## src/rtl/sprite_rom_arbiter.sv

```systemverilog
// sprite_rom_arbiter: round-robin sharing of one fixed-latency sprite ROM between N_REQ requesters.
// Grant and ROM address are combinational; a {valid, index} tag pipeline routes rom_q back to the winner.
module sprite_rom_arbiter #(
  parameter int N_REQ       = 4,
  parameter int ADDR_W      = 17,
  parameter int DATA_W      = 2,
  parameter int ROM_LATENCY = 1
) (
  input  logic                    vga_clk,
  input  logic                    reset_n,
  input  logic                    en,
  input  logic [N_REQ-1:0]        req,
  input  logic [N_REQ*ADDR_W-1:0] req_addr,
  output logic [N_REQ-1:0]        gnt,
  output logic [ADDR_W-1:0]       rom_address,
  input  logic [DATA_W-1:0]       rom_q,
  output logic [N_REQ-1:0]        rsp_valid,
  output logic [DATA_W-1:0]       rsp_data
);
  localparam int IW = N_REQ > 1 ? $clog2(N_REQ) : 1;
  logic [IW-1:0] rr_q, rr_d, gi;
  logic any;
  logic [ROM_LATENCY-1:0] vld_q;
  logic [ROM_LATENCY-1:0][IW-1:0] idx_q;
  // Scan from rr_q upward with wrap; the first asserted request wins.
  always_comb begin
    gi = '0;
    any = 1'b0;
    for (int k = 0; k < N_REQ; k++) begin
      if (!any && req[(int'(rr_q) + k) % N_REQ]) begin
        any = 1'b1;
        gi = IW'((int'(rr_q) + k) % N_REQ);
      end
    end
    any = any & en & reset_n;
  end
  assign gnt         = any ? N_REQ'(1) << gi : '0;
  assign rom_address = any ? req_addr[gi*ADDR_W +: ADDR_W] : '0;
  assign rr_d        = !any ? rr_q : (gi == IW'(N_REQ-1)) ? '0 : gi + 1'b1;
  always_ff @(posedge vga_clk or negedge reset_n) begin
    if (!reset_n) begin
      rr_q  <= '0;
      vld_q <= '0;
      idx_q <= '0;
    end else begin
      rr_q     <= rr_d;
      vld_q[0] <= any;
      idx_q[0] <= gi;
      for (int s = 1; s < ROM_LATENCY; s++) begin
        vld_q[s] <= vld_q[s-1];
        idx_q[s] <= idx_q[s-1];
      end
    end
  end
  assign rsp_valid = vld_q[ROM_LATENCY-1] ? N_REQ'(1) << idx_q[ROM_LATENCY-1] : '0;
  assign rsp_data  = vld_q[ROM_LATENCY-1] ? rom_q : '0;
endmodule

```

## config.mk

```make
export PLATFORM = sky130hd
export DESIGN_NAME = sprite_rom_arbiter
export DESIGN_NICKNAME = d
export VERILOG_FILES = /design/src/rtl/sprite_rom_arbiter.sv
export SDC_FILE = /design/constraint.sdc
export NUM_CORES = 1
export LEC_CHECK = 0
export CAP_MARGIN = 20
export CORE_ASPECT_RATIO = 1.5
export CORE_MARGIN = 2
export CORE_UTILIZATION = 30
export CTS_CLUSTER_SIZE = 8
export DETAILED_ROUTE_END_ITERATION = 8
export PLACE_DENSITY = 0.82
export SLEW_MARGIN = 20
export SYNTH_ARGS = -nofsm -noshare
export SYNTH_HDL_FRONTEND = slang
export SYNTH_SLANG_ARGS = --single-unit
```

## constraint.sdc

```tcl
create_clock -name vga_clk -period 8.05 [get_ports vga_clk]
set_input_delay 2.415 -clock vga_clk [delete_from_list [all_inputs] [get_ports vga_clk]]
set_output_delay 2.415 -clock vga_clk [all_outputs]
set_load 0.02 [all_outputs]
```

# Word level (Yosys, flattened, before mapping)

Cells that the tools add are included.
Widths: inputs -> output; s select.

Flip-flop bits (word level): 5
Input port bits: 77
Output and inout bits: 27

$add $sub $neg: 4
$mul: 1
Order comparisons: 4
Equality and inequality tests: 1
Shift-type cells: 3
Muxes and demuxes: 24
Bitwise logic cells: 5
Reductions and logical operators: 9

Operator list:

| kind                | count |
|---|---|
| $shiftx 68x8->17    | 1 |
| $mux 17             | 1 |
| $lt 3x4->1 const B  | 3 |
| $mux 2              | 6 |
| $mux 1              | 11 |
| $bmux 1 s2          | 4 |
| $mux 4              | 2 |
| $shl 1x2->4 const A | 2 |
| $mul 2x5->7 const B | 1 |
| $reduce_or 2->1     | 3 |
| $add 2x1->2 const B | 2 |
| $add 2x2->2 const B | 2 |
| $and 1x1->1 const A | 3 |
| $logic_and 1x1->1   | 3 |
| $logic_not 1->1     | 3 |
| $lt 2x3->1 const B  | 1 |
| $and 1x1->1         | 2 |
| $eq 2x2->1 const B  | 1 |

# Depth between registers and ports, before layout

Depth in word-level cells: 17
Depth in mapped cells: 6
Depth with buffers taken out: 4

# Least setup slack after synthesis

OpenSTA, ideal clock, no wires.

Kind: input port to output port
Start point: input port req[0]
End point: output port rom_address[15]
Data arrival time: 3.743 ns
Data required time: 5.635 ns
Setup slack: 1.892 ns
Cell stages on the path: 5
Buffers on the path: 1
Path through: nor2b_1 o21a_1 or4_1 buf_6 o22ai_1

Cells in the longest elaborated chain, start to end: 15
Elaborated cells on any way between the ends: 30

RTL lines:

| item                                                   | RTL line | RTL |
|---|---|---|
| from (decl)                                            | 12       | `input logic [N_REQ-1:0] req,` |
| $bmux 1 s2                                             | 30       | `if (!any && req[(int'(rr_q) + k) % N_REQ]) begin` |
| $mux 1 (implied by the code)                           | 30       |  |
| $mux 1                                                 | 30       |  |
| $logic_not 1->1                                        | 30       |  |
| $logic_and 1x1->1                                      | 30       |  |
| $mux 1                                                 | 30       |  |
| $logic_not 1->1                                        | 30       |  |
| $logic_and 1x1->1                                      | 30       |  |
| $mux 1                                                 | 30       |  |
| $logic_not 1->1                                        | 30       |  |
| $logic_and 1x1->1                                      | 30       |  |
| $mux 2 / $mux 1 (equally long branches)                | 30       |  |
| $mul 2x5->7 / $and 1x1->1 (equally long branches)      | 38, 35   |  |
| $shiftx 68x8->17 / $and 1x1->1 (equally long branches) | 38, 35   |  |
| $mux 17 (*)                                            | 38       | `assign rom_address = any ? req_addr[gi*ADDR_W +: ADDR_W] : '0;` |
| to (decl)                                              | 15       | `output logic [ADDR_W-1:0] rom_address,` |

Mark *: on every way between the ends. The rest lies on a longest branch, timed or not. The select of a mux whose other input is x is not followed.

# Final worst setup path

Start point: input port req[2]
End point: output port rom_address[0]

Same word-level chain as after synthesis.

==> results.md <==
- Post-DP Area: 1968 sq um
- Relative slew margins: 0.2958
- FF+latch count, synth: 5
- CP max FO: 17
- Core Footprint: 2943 sq um
- Post-Route WL: 3.589 mm
- Hold path depth: 1
- Clock latency at the later pin of the worst-skew pair: 0.21 ns
- Final Critical Period: 7.543 ns
- Die Y: 72.50 microns
- # rows: 24
- RR Startpoint: rr_q[0]
- Total power: 0.2775 mW
- Die Wd: 49.67 microns
- Final Hold Viols: 0
- Kind of end point of the critical path: primary output
- First-pass GRT wire length: 5.457 mm
- GPL Wtd Cong: 0.8023
- P&R area growth vs syn: 114.5%
- Starting density of the core: 0.3189
- H-Tree Depth: 1
- Share of cells above drive strength 1: 0.09596
- CTS tree: done
- Clock buffer depth: 2
- Reg-to-reg setup timing slack: 6.12 ns
- Max cap viols: 0
- Final Cycle Share: 0.9370
- Pwr Density: 137.9 nW/um^2
- Post-Layout Inst Area: 2013 sq um
- WHS Endpoint: rr_q[0]
- Hold-fix buffers, CTS: 0
- GRT Resource Usage Total: 0.1933
- Seq/Total Area, Yosys: 0.1333
- Clock slew seen by the registers of the worst setup and hold paths: 0.04 ns
- Post-cts resize count: 0
- Distinct cells, synth: 31
- Max-slew violations: 0
- Largest net degree at the start of global routing: 26
- Detailed Route Iter0 Violations: 14
- Final setup viols: 0
- # port buffers: 103
- Syn Area/Cell: 9.576 sq um
- Placed insts: 233
- Die area: 3601 sq um
- Worst reg2reg path depth: 4
- Non-Filler Instances: 237
- GRT overflow: 0
- Worst setup path class: in -> out
- Initial antenna violation count: 0
- Syn nets: 175
- Crit path DAT: 5.13 ns
- Root buf cell: clkbuf_8
- Layout net count: 276
- DRT Pass-1 Iters: 2
- Setup TNS Final: 0 ns
- HP Class: reg -> reg
- VDD IR-drop max: 0.07812 mV
- Layout filler cell count: 252
- Clock net sink count: 5
- Reg-to-Reg End: rr_q[1]
- Worst Hold Margin: 0.5662 ns
- I/O pin count: 104
- DR DRC count: 0
- Worst slew pin tran: 1.056 ns
- Crit path launch type: primary input
- WP data required: 5.64 ns
- Max Clk Rate: 0.1326 GHz
- Yosys warning count: 0
- Hold wc startpoint: rr_q[0]
- Syn Inst Count: 98
- Dpl hpwl: 3.080 mm
- Fin Clk Skew: 0.0007638 ns
- Synthesized area: 938.4 sq um
- RSZ-0062 raised after global routing: no
- TritonCTS buffer count: 3
- Final antenna-violating net count: 0
- Vias/cell: 4.975
- WL/cell: 15.14 microns
- Static leakage: 0.8319 nW
- Post-CTS setup buffer count: 0
- # diodes: 0
- Vias post-DR: 1179
- Status: complete, no violations
- Vias in the first global route: 1300
[metrics by stage]
stage                     setup WS [ns]  utilization
after floorplan                   1.892            -
after global placement           0.6204       0.6688
after detailed placement         0.5000       0.6688
after CTS                        0.4923       0.6841
after global routing             0.3454       0.6841
final                            0.5068       0.6841
[cell usage after synthesis]
library cell / instances / area [sq um]
clkbuf_4: 1 / 7.510
inv_1: 5 / 18.77
and2_1: 2 / 12.51
buf_2: 1 / 5.000
o22ai_1: 7 / 43.79
o221ai_2: 1 / 15.01
or3b_2: 1 / 8.760
o22ai_2: 10 / 125.1
nor2b_1: 2 / 12.51
nor2_1: 5 / 18.77
buf_6: 3 / 33.78
nand2_1: 3 / 11.26
nor3b_1: 1 / 7.510
nor4_1: 1 / 6.260
clkbuf_1: 1 / 3.750
a221oi_2: 1 / 15.01
and3_1: 1 / 6.260
mux2i_1: 34 / 340.3
o221ai_1: 1 / 8.760
nand2b_1: 1 / 6.260
o21a_1: 2 / 15.01
nand4bb_1: 1 / 11.26
buf_8: 1 / 15.01
buf_12: 1 / 20.02
and3b_1: 1 / 8.760
nor3_1: 1 / 5.000
mux2_2: 1 / 11.26
or4_1: 1 / 7.510
dfrtp_1: 5 / 125.1
a21boi_0: 1 / 7.510
o21ai_0: 1 / 5.000
[worst max-delay path by stage]
stage                            endpoint  startpoint  cells after the start
after detailed placement   rom_address[0]      req[2]                      6
after CTS                  rom_address[0]      req[2]                      6
after global routing       rom_address[1]      req[2]                      6
final                      rom_address[0]      req[2]                      6
after global placement     rom_address[1]      req[2]                      6
after floorplan           rom_address[15]      req[0]                      5
[power by group]
group	internal [mW]	switching, mW	leakage (nW)
combinational	0.108	0.0868	0.749
clock	0.0339	0.0112	0.0228
sequential	0.0313	0.00609	0.0600
[final cells by class]
cell class	instances	area (sq um)	share of cell area
Multi-Input combinational cell	80	724.4	0.3599
Sequential cell	5	125.1	0.06215
Inverter	5	18.77	0.009323
Tap cell	39	48.80	0.02424
Timing Repair Buffer	104	1051	0.5221
Clock buffer	4	45.04	0.02237
[registers in the layout, indices dropped and copies added (netlist names)]
signal / cells
vld_q: 1
idx_q: 2
rr_q: 2
[routing by layer]
metal	global-route usage	vias up	part of all wire
met4	0.04938	0	0.014
met2	0.4089	66	0.59
met3	0.06584	4	0.084
met5	0	-	0
met1	0.1629	533	0.32
li1	-	576	-
[worst max-delay path, stage by stage]
cell and delay [ns]:
clkdlybuf4s50_1 0.54, nor2b_1 0.19, a221oi_2 0.11, or4_1 0.92
o22ai_1 0.30, clkdlybuf4s50_1 0.65
[cell usage in the layout (no fill, tap or decap)]
cell type	n
and3b_1	1
nor3b_1	1
clkbuf_1	1
nor2_1	5
clkdlybuf4s50_1	103
mux2i_1	34
o21ai_2	1
o22ai_1	7
nor3_1	1
inv_1	5
nand2b_1	1
o22ai_2	10
and2_1	2
nor4_1	1
nand2_1	3
a221oi_2	1
or4_1	1
a21boi_0	1
and3_1	1
or3b_2	1
clkbuf_8	3
nor2b_1	2
dfrtp_1	5
o221ai_4	1
mux2_2	1
o21a_1	2
nand4bb_1	1
buf_12	1
o221ai_1	1
[kinds of logic after synthesis]
logic type / Yosys count / share of synthesized area
simple gates: 21 / 0.1307
compound gates: 24 / 0.2507
flops: 5 / 0.1333
buf+inv: 13 / 0.1107
mux: 35 / 0.3747
Power figures use the tool's default switching activity.
